File: src/rtl/cpu_op_sequencer_pkg.sv
// Shared types and constants for the CPU operation sequencer.
package cpu_seq_pkg;

  typedef enum logic [2:0] {
    S_IDLE,
    S_ISSUE,
    S_WAIT,
    S_CAPTURE,
    S_DONE
  } seq_state_e;

  localparam logic [3:0] OP_NOP = 4'h0;
  localparam logic [3:0] OP_AND = 4'h1;
  localparam logic [3:0] OP_OR  = 4'h2;
  localparam logic [3:0] OP_XOR = 4'h3;
  localparam logic [3:0] OP_NOT = 4'h4;

  localparam int SW_W = 4;

endpackage

File: src/rtl/cpu_op_sequencer_if.sv
// Host/CPU-facing bundle of the sequencer: program port, run control and CPU drive.
interface cpu_op_sequencer_if #(
    parameter int PROG_DEPTH = 8,
    parameter int OP_W       = 4
);
    import cpu_seq_pkg::*;

    localparam int AW = (PROG_DEPTH > 1) ? $clog2(PROG_DEPTH) : 1;

    logic                  start;
    logic                  prog_we;
    logic [AW-1:0]         prog_addr;
    logic [OP_W-1:0]       prog_data;
    logic [AW:0]           prog_len;
    logic [SW_W-1:0]       sw_in;
    logic                  cpu_out;
    logic [SW_W-1:0]       sw_out;
    logic [OP_W-1:0]       operation;
    logic                  enable;
    logic                  busy;
    logic                  done;
    logic [PROG_DEPTH-1:0] result;

    modport master (
        output start, prog_we, prog_addr, prog_data, prog_len, sw_in, cpu_out,
        input  sw_out, operation, enable, busy, done, result
    );

    modport slave (
        input  start, prog_we, prog_addr, prog_data, prog_len, sw_in, cpu_out,
        output sw_out, operation, enable, busy, done, result
    );

endinterface

File: src/rtl/cpu_op_sequencer_op_store.sv
// Opcode register file: one write port, one combinational read port, cleared on reset.
module op_store #(
    parameter int DEPTH = 8,
    parameter int W     = 4,
    parameter int AW    = 3
) (
    input  logic          clock,
    input  logic          reset,
    input  logic          we_i,
    input  logic [AW-1:0] waddr_i,
    input  logic [W-1:0]  wdata_i,
    input  logic [AW-1:0] raddr_i,
    output logic [W-1:0]  rdata_o
);

    logic [DEPTH-1:0][W-1:0] mem_q;

    always_ff @(posedge clock or posedge reset) begin
        if (reset) begin
            mem_q <= '0;
        end else if (we_i) begin
            mem_q[waddr_i] <= wdata_i;
        end
    end

    assign rdata_o = mem_q[raddr_i];

endmodule

File: src/rtl/cpu_op_sequencer.sv
// Replays a programmed opcode list into the CPU and collects its 1-bit results.
// Optional SEQ_LOOP_EN: with start held, the run restarts straight after DONE.
module cpu_op_sequencer
    import cpu_seq_pkg::*;
#(
    parameter int PROG_DEPTH  = 8,
    parameter int OP_W        = 4,
    parameter int WAIT_CYCLES = 2
) (
    input  logic         clock,
    input  logic         reset,
    cpu_op_sequencer_if.slave bus
);

    localparam int         AW        = (PROG_DEPTH > 1) ? $clog2(PROG_DEPTH) : 1;
    localparam int         LW        = AW + 1;
    localparam logic [3:0] WAIT_LOAD = 4'(WAIT_CYCLES - 1);

    seq_state_e            state_q, state_d;
    logic [AW-1:0]         idx_q, idx_d;
    logic [LW-1:0]         len_q, len_d;
    logic [3:0]            cnt_q, cnt_d;
    logic [SW_W-1:0]       sw_q, sw_d;
    logic [PROG_DEPTH-1:0] res_q, res_d;
    logic                  loop_q, loop_d;

    logic [OP_W-1:0]       rd_op;
    logic [OP_W-1:0]       op_o;
    logic                  en_o, done_o, busy_o;
    logic [LW-1:0]         len_sat;
    logic                  last_op;

    assign len_sat = (bus.prog_len > LW'(PROG_DEPTH)) ? LW'(PROG_DEPTH) : bus.prog_len;
    assign last_op = ({1'b0, idx_q} == (len_q - 1'b1));

    // Writes only land while idle, so the program is frozen for the whole run.
    op_store #(
        .DEPTH (PROG_DEPTH),
        .W     (OP_W),
        .AW    (AW)
    ) u_store (
        .clock   (clock),
        .reset   (reset),
        .we_i    (bus.prog_we && (state_q == S_IDLE)),
        .waddr_i (bus.prog_addr),
        .wdata_i (bus.prog_data),
        .raddr_i (idx_q),
        .rdata_o (rd_op)
    );

    always_ff @(posedge clock or posedge reset) begin
        if (reset) begin
            state_q <= S_IDLE;
            idx_q   <= '0;
            len_q   <= '0;
            cnt_q   <= '0;
            sw_q    <= '0;
            res_q   <= '0;
            loop_q  <= 1'b0;
        end else begin
            state_q <= state_d;
            idx_q   <= idx_d;
            len_q   <= len_d;
            cnt_q   <= cnt_d;
            sw_q    <= sw_d;
            res_q   <= res_d;
            loop_q  <= loop_d;
        end
    end

    always_comb begin
        state_d = state_q;
        idx_d   = idx_q;
        len_d   = len_q;
        cnt_d   = cnt_q;
        sw_d    = sw_q;
        res_d   = res_q;
        loop_d  = loop_q;
        op_o    = '0;
        en_o    = 1'b0;
        done_o  = 1'b0;

        case (state_q)
            S_IDLE: begin
                if (bus.start) begin
                    sw_d   = bus.sw_in;
                    res_d  = '0;
                    idx_d  = '0;
                    loop_d = 1'b0;
                    if (len_sat == '0) begin
                        state_d = S_DONE;
                    end else begin
                        len_d   = len_sat;
                        state_d = S_ISSUE;
                    end
                end
            end
            S_ISSUE: begin
                op_o    = rd_op;
                en_o    = 1'b1;
                cnt_d   = WAIT_LOAD;
                state_d = S_WAIT;
            end
            S_WAIT: begin
                op_o = rd_op;
                if (cnt_q == '0) begin
                    state_d = S_CAPTURE;
                end else begin
                    cnt_d = cnt_q - 1'b1;
                end
            end
            S_CAPTURE: begin
                op_o         = rd_op;
                res_d[idx_q] = bus.cpu_out;
                if (last_op) begin
                    state_d = S_DONE;
`ifdef SEQ_LOOP_EN
                    loop_d  = bus.start;
`endif
                end else begin
                    idx_d   = idx_q + 1'b1;
                    state_d = S_ISSUE;
                end
            end
            S_DONE: begin
                done_o  = 1'b1;
                state_d = S_IDLE;
`ifdef SEQ_LOOP_EN
                // Looping pass skips IDLE; switches are re-sampled for the new pass.
                if (loop_q) begin
                    idx_d   = '0;
                    sw_d    = bus.sw_in;
                    loop_d  = 1'b0;
                    state_d = S_ISSUE;
                end
`endif
            end
            default: state_d = S_IDLE;
        endcase
    end

    assign busy_o = (state_q == S_ISSUE) || (state_q == S_WAIT) || (state_q == S_CAPTURE) ||
                    ((state_q == S_DONE) && loop_q);

    assign bus.sw_out    = sw_q;
    assign bus.operation = op_o;
    assign bus.enable    = en_o;
    assign bus.busy      = busy_o;
    assign bus.done      = done_o;
    assign bus.result    = res_q;

endmodule

File: src/flat_wrapper.sv
// flat-port wrapper written by rule: the top's interface ports become plain ports
module cpu_op_sequencer_flat import cpu_seq_pkg::*;
#(
    parameter int PROG_DEPTH  = 8,
    parameter int OP_W        = 4,
    parameter int WAIT_CYCLES = 2
)
  (clock, reset, bus_start, bus_prog_we, bus_prog_addr, bus_prog_data, bus_prog_len, bus_sw_in, bus_cpu_out, bus_sw_out, bus_operation, bus_enable, bus_busy, bus_done, bus_result);
  cpu_op_sequencer_if #(.PROG_DEPTH(PROG_DEPTH), .OP_W(OP_W)) bus_i ();
  input  logic clock;
  input  logic reset;
  input wire logic [$bits(bus_i.start)-1:0] bus_start;
  input wire logic [$bits(bus_i.prog_we)-1:0] bus_prog_we;
  input wire logic [$bits(bus_i.prog_addr)-1:0] bus_prog_addr;
  input wire logic [$bits(bus_i.prog_data)-1:0] bus_prog_data;
  input wire logic [$bits(bus_i.prog_len)-1:0] bus_prog_len;
  input wire logic [$bits(bus_i.sw_in)-1:0] bus_sw_in;
  input wire logic [$bits(bus_i.cpu_out)-1:0] bus_cpu_out;
  output wire logic [$bits(bus_i.sw_out)-1:0] bus_sw_out;
  output wire logic [$bits(bus_i.operation)-1:0] bus_operation;
  output wire logic [$bits(bus_i.enable)-1:0] bus_enable;
  output wire logic [$bits(bus_i.busy)-1:0] bus_busy;
  output wire logic [$bits(bus_i.done)-1:0] bus_done;
  output wire logic [$bits(bus_i.result)-1:0] bus_result;
  assign bus_i.start = bus_start;
  assign bus_i.prog_we = bus_prog_we;
  assign bus_i.prog_addr = bus_prog_addr;
  assign bus_i.prog_data = bus_prog_data;
  assign bus_i.prog_len = bus_prog_len;
  assign bus_i.sw_in = bus_sw_in;
  assign bus_i.cpu_out = bus_cpu_out;
  assign bus_sw_out = bus_i.sw_out;
  assign bus_operation = bus_i.operation;
  assign bus_enable = bus_i.enable;
  assign bus_busy = bus_i.busy;
  assign bus_done = bus_i.done;
  assign bus_result = bus_i.result;
  cpu_op_sequencer #(.PROG_DEPTH(PROG_DEPTH), .OP_W(OP_W), .WAIT_CYCLES(WAIT_CYCLES)) u_core (.clock(clock), .reset(reset), .bus(bus_i));
endmodule
File: config.mk
export PLATFORM = sky130hd
export DESIGN_NAME = cpu_op_sequencer_flat
export DESIGN_NICKNAME = d
export VERILOG_FILES = /design/src/rtl/cpu_op_sequencer_pkg.sv /design/src/rtl/cpu_op_sequencer_if.sv /design/src/rtl/cpu_op_sequencer_op_store.sv /design/src/rtl/cpu_op_sequencer.sv /design/src/flat_wrapper.sv
export SDC_FILE = /design/constraint.sdc
export NUM_CORES = 1
export LEC_CHECK = 0
export BUFFER_PORTS_ARGS = -buffer_cell sky130_fd_sc_hd__buf_2
export CORE_MARGIN = 3
export CORE_UTILIZATION = 45
export DETAILED_ROUTE_END_ITERATION = 6
export GPL_ROUTABILITY_DRIVEN = 0
export SETUP_SLACK_MARGIN = 0.1
export SLEW_MARGIN = 20
export SYNTH_ARGS = -nofsm -noshare
export SYNTH_HDL_FRONTEND = slang
export SYNTH_SLANG_ARGS = --single-unit
File: constraint.sdc
create_clock -name clock -period 2.29 [get_ports clock]
set_clock_uncertainty 0.1 [all_clocks]
set_input_delay 0.5725 -clock clock [delete_from_list [all_inputs] [get_ports clock]]
set_output_delay 0.5725 -clock clock [all_outputs]
set_load 0.02 [all_outputs]
==> metrics.txt <==
status finished with violations; failing checks setup timing; Final Max Tran Viols 0; FMAX 400 MHz; nets 328; # setup viols final 4; router iterations before antenna repair 4; die height 86.5 um; top sig layer met4; Reg power frac 35.3%; Ant. Diodes 0; die area 7470 um^2; Core Area 6100 um^2; clk root buf clkbuf_8; WL per Instance 16.9 um; Avg Cell Area, Syn 11.9 um^2; Rows 28; final hold viol count 0; worst stage delay on the critical path 0.47 ns; Post-synth top cells dfrtp_1 (58), mux2_1 (28), nor2_1 (17), a22o_1 (13), and2_1 (10); I/O Buffers 38; Worst Setup Slack, final -0.210 ns; remaining routing DRC violations 0; CTS sink cnt 58; Synth area leaders dfrtp_1 (50%), mux2_1 (11%), a22o_1 (3.9%); clock slew at reported path FFs 0.07 ns; Hold Path Class in2async; met3 WL 180 um; multiplexer share of the synthesized area 15.0%; routed wire length 6.50 mm; Yosys top cell by area dfrtp_1; fin util 60.8%; DR vias 2119; number of synthesized flops with an enable pin 0; DRT antenna net count 0; Tcrit/Tclk final 109%; Arrival @ worst endpoint 1.83 ns; Total GRT Usage 19.3%; VDD IR max 0.000761 V; Tmin final 2.50 ns; Clk Latency, worst-skew pair 0.34 ns; CTS tree yes; Slew headroom 66.3%; Gate power share 44.3%; Overflow after GRT 0; Max Cap Viol 0; total CTS buffers 9; Buf/Inv on CP 2; hold_ws 0.165 ns; Synth Area in Adders 1.72%; initial antenna violation count 0; Yosys cell types 45; vias in the first global route 2283; Yosys top cell area share 49.8%; Iter 0 DRT Violations 114; Pint 3320 uW; Switch Pwr 1960 uW; number of synthesized register bits 58; top-count cell post-synth dfrtp_1; CP most frequent cell buf_4; Post-Syn Instances 244; M1 WL 3.05 mm; largest family of logic cells by synthesized area simple AND/OR/NAND/NOR gates; Synth warnings 0; Worst Path Class, Setup reg2out; I/O pin total 39; first-pass GRT wire length 11.0 mm; Bufs on Longest Clock Path 2; post-DP HPWL 4.62 mm; Compound-Gate Fraction of Synth Area 10.8%; Worst path top cell family by delay flip-flops; Starting Density 47.8%; Critical path origin u_core.idx_q[1]; Critical Path End Type output port; Met2 Wirelength 3.09 mm; Post-Synth XOR/XNOR Area 2.32%; Clock Power Share 20.3%; H-tree levels 3; Post-synth ARST share 100%; Max FO, Critical Path 7; RSZ-0062 raised after global routing yes; Area Growth Syn to Fin 27.1%; switch share 37.1%; LEAKAGE 0.00171 uW; FF-to-FF Start u_core.idx_q[2]; pwr dens 1420 nW/um^2; DR vias/cell 5.52; CP Cell Sequence and3b_2 -> buf_4 -> a221oi_2 -> a31oi_2 -> buf_4; simple-gate area share of the yosys netlist 17.7%; layout cell share with drive strength beyond 1 36.9%; mapped cell area 2910 um^2; sequential fraction of the synthesis area 49.8%; type of origin of the critical path register; Slew @ Worst Pin 0.504 ns; largest net degree at the start of global routing 22; ys flop type dfrtp_1; Net Count, Synth 268; Hold Buf Count CTS 0; crit path max-delay cell type dfrtp_2; worst endpoint required time 1.62 ns; Die W 86.5 um; Total Power 5280 uW
-- per-layer routing --
| metal | vias to the layer above | track usage (%) |
|---|---|---|
| li1 | 1023 | - |
| met5 | - | 0 |
| met2 | 43 | 30.3 |
| met3 | 16 | 4.28 |
| met4 | 0 | 10.5 |
| met1 | 1037 | 24.7 |
-- what timing repair did --
| item | 4_1_cts | 5_1_grt |
|---|---|---|
| endpoints found under the setup margin | 4 | 5 |
| pin swaps | 8 | 3 |
| gates resized for setup | 17 | 9 |
| buffers inserted | 5 | 4 |
-- registers in the layout, summed over array words and instances, names as in the netlist --
name	count
u_core.bus.result	8
u_core.bus.sw_out	4
u_core.cnt_q	4
u_core.idx_q	3
u_core.len_q	4
u_core.state_q	3
u_core.u_store.mem_q	32
-- area by class of cell --
cell class	count	area [um^2]
multi-input combinational	168	1500
clock buffer	12	155
timing repair buffer	59	393
tap	75	93.8
clock inverter	4	73.8
fill	502	2390
inverter	8	30.0
sequential	58	1460
-- power by group through the flow --
stage	sequential (uW)	combinational [uW]	clock [uW]
after floorplan	1820	1480	0
after global placement	1830	2090	0
after detailed placement	1840	2110	0
after CTS	1840	2250	1100
after global routing	1930	2590	1140
final	1870	2340	1070
-- cell usage in the layout (no fill, tap or decap), types with 3 or more instances in the layout --
cell | Yosys | final
dfrtp_1 | 58 | 55
buf_2 | 7 | 33
mux2_1 | 28 | 28
buf_4 | 0 | 22
nor2_1 | 17 | 17
a22o_1 | 13 | 13
clkbuf_8 | 0 | 11
and2_1 | 10 | 10
nand2_1 | 9 | 9
mux2_2 | 9 | 9
a22oi_1 | 8 | 8
inv_1 | 8 | 7
nand3b_1 | 6 | 6
a21oi_1 | 5 | 5
nor3b_4 | 2 | 4
ha_1 | 4 | 4
xnor2_1 | 3 | 3
nor4_1 | 3 | 3
nor3b_1 | 5 | 3
nor3_1 | 5 | 3
nand3_1 | 3 | 3
and3b_2 | 0 | 3
a31oi_2 | 0 | 3
dfrtp_2 | 0 | 3
-- worst paths after layout --
kind,slack [ns],depth (start not counted),to
worst max-delay path,-0.21,5,bus_operation[0]
min in group clock,0.36,2,u_core.bus.sw_out[2]
worst min register to register,0.40,1,u_core.u_store.mem_q[25]
worst max register to register,0.25,6,u_core.idx_q[1]
worst min-delay path,0.16,2,u_core.u_store.mem_q[29]
max in group asynchronous,1.44,3,u_core.idx_q[2]
-- cells by family after synthesis --
group	after synthesis
xor+xnor	6
fa+ha+maj	4
buf+inv	18
mux	39
simple gates	79
flops	58
compound gates	40
-- through the flow --
step | instance area, um^2 | setup TNS, ns | std cells | worst slack (ns)
final | 3700 | -0.787 | 384 | -0.210
after CTS | 3620 | -0.648 | 380 | -0.178
after global placement | 3310 | 0 | 361 | 0.0679
after detailed placement | 3310 | 0 | 361 | 0.0534
after floorplan | 2930 | 0 | 244 | 0.122
after global routing | 3700 | -1.09 | 384 | -0.301
Power figures use the tool's default switching activity.
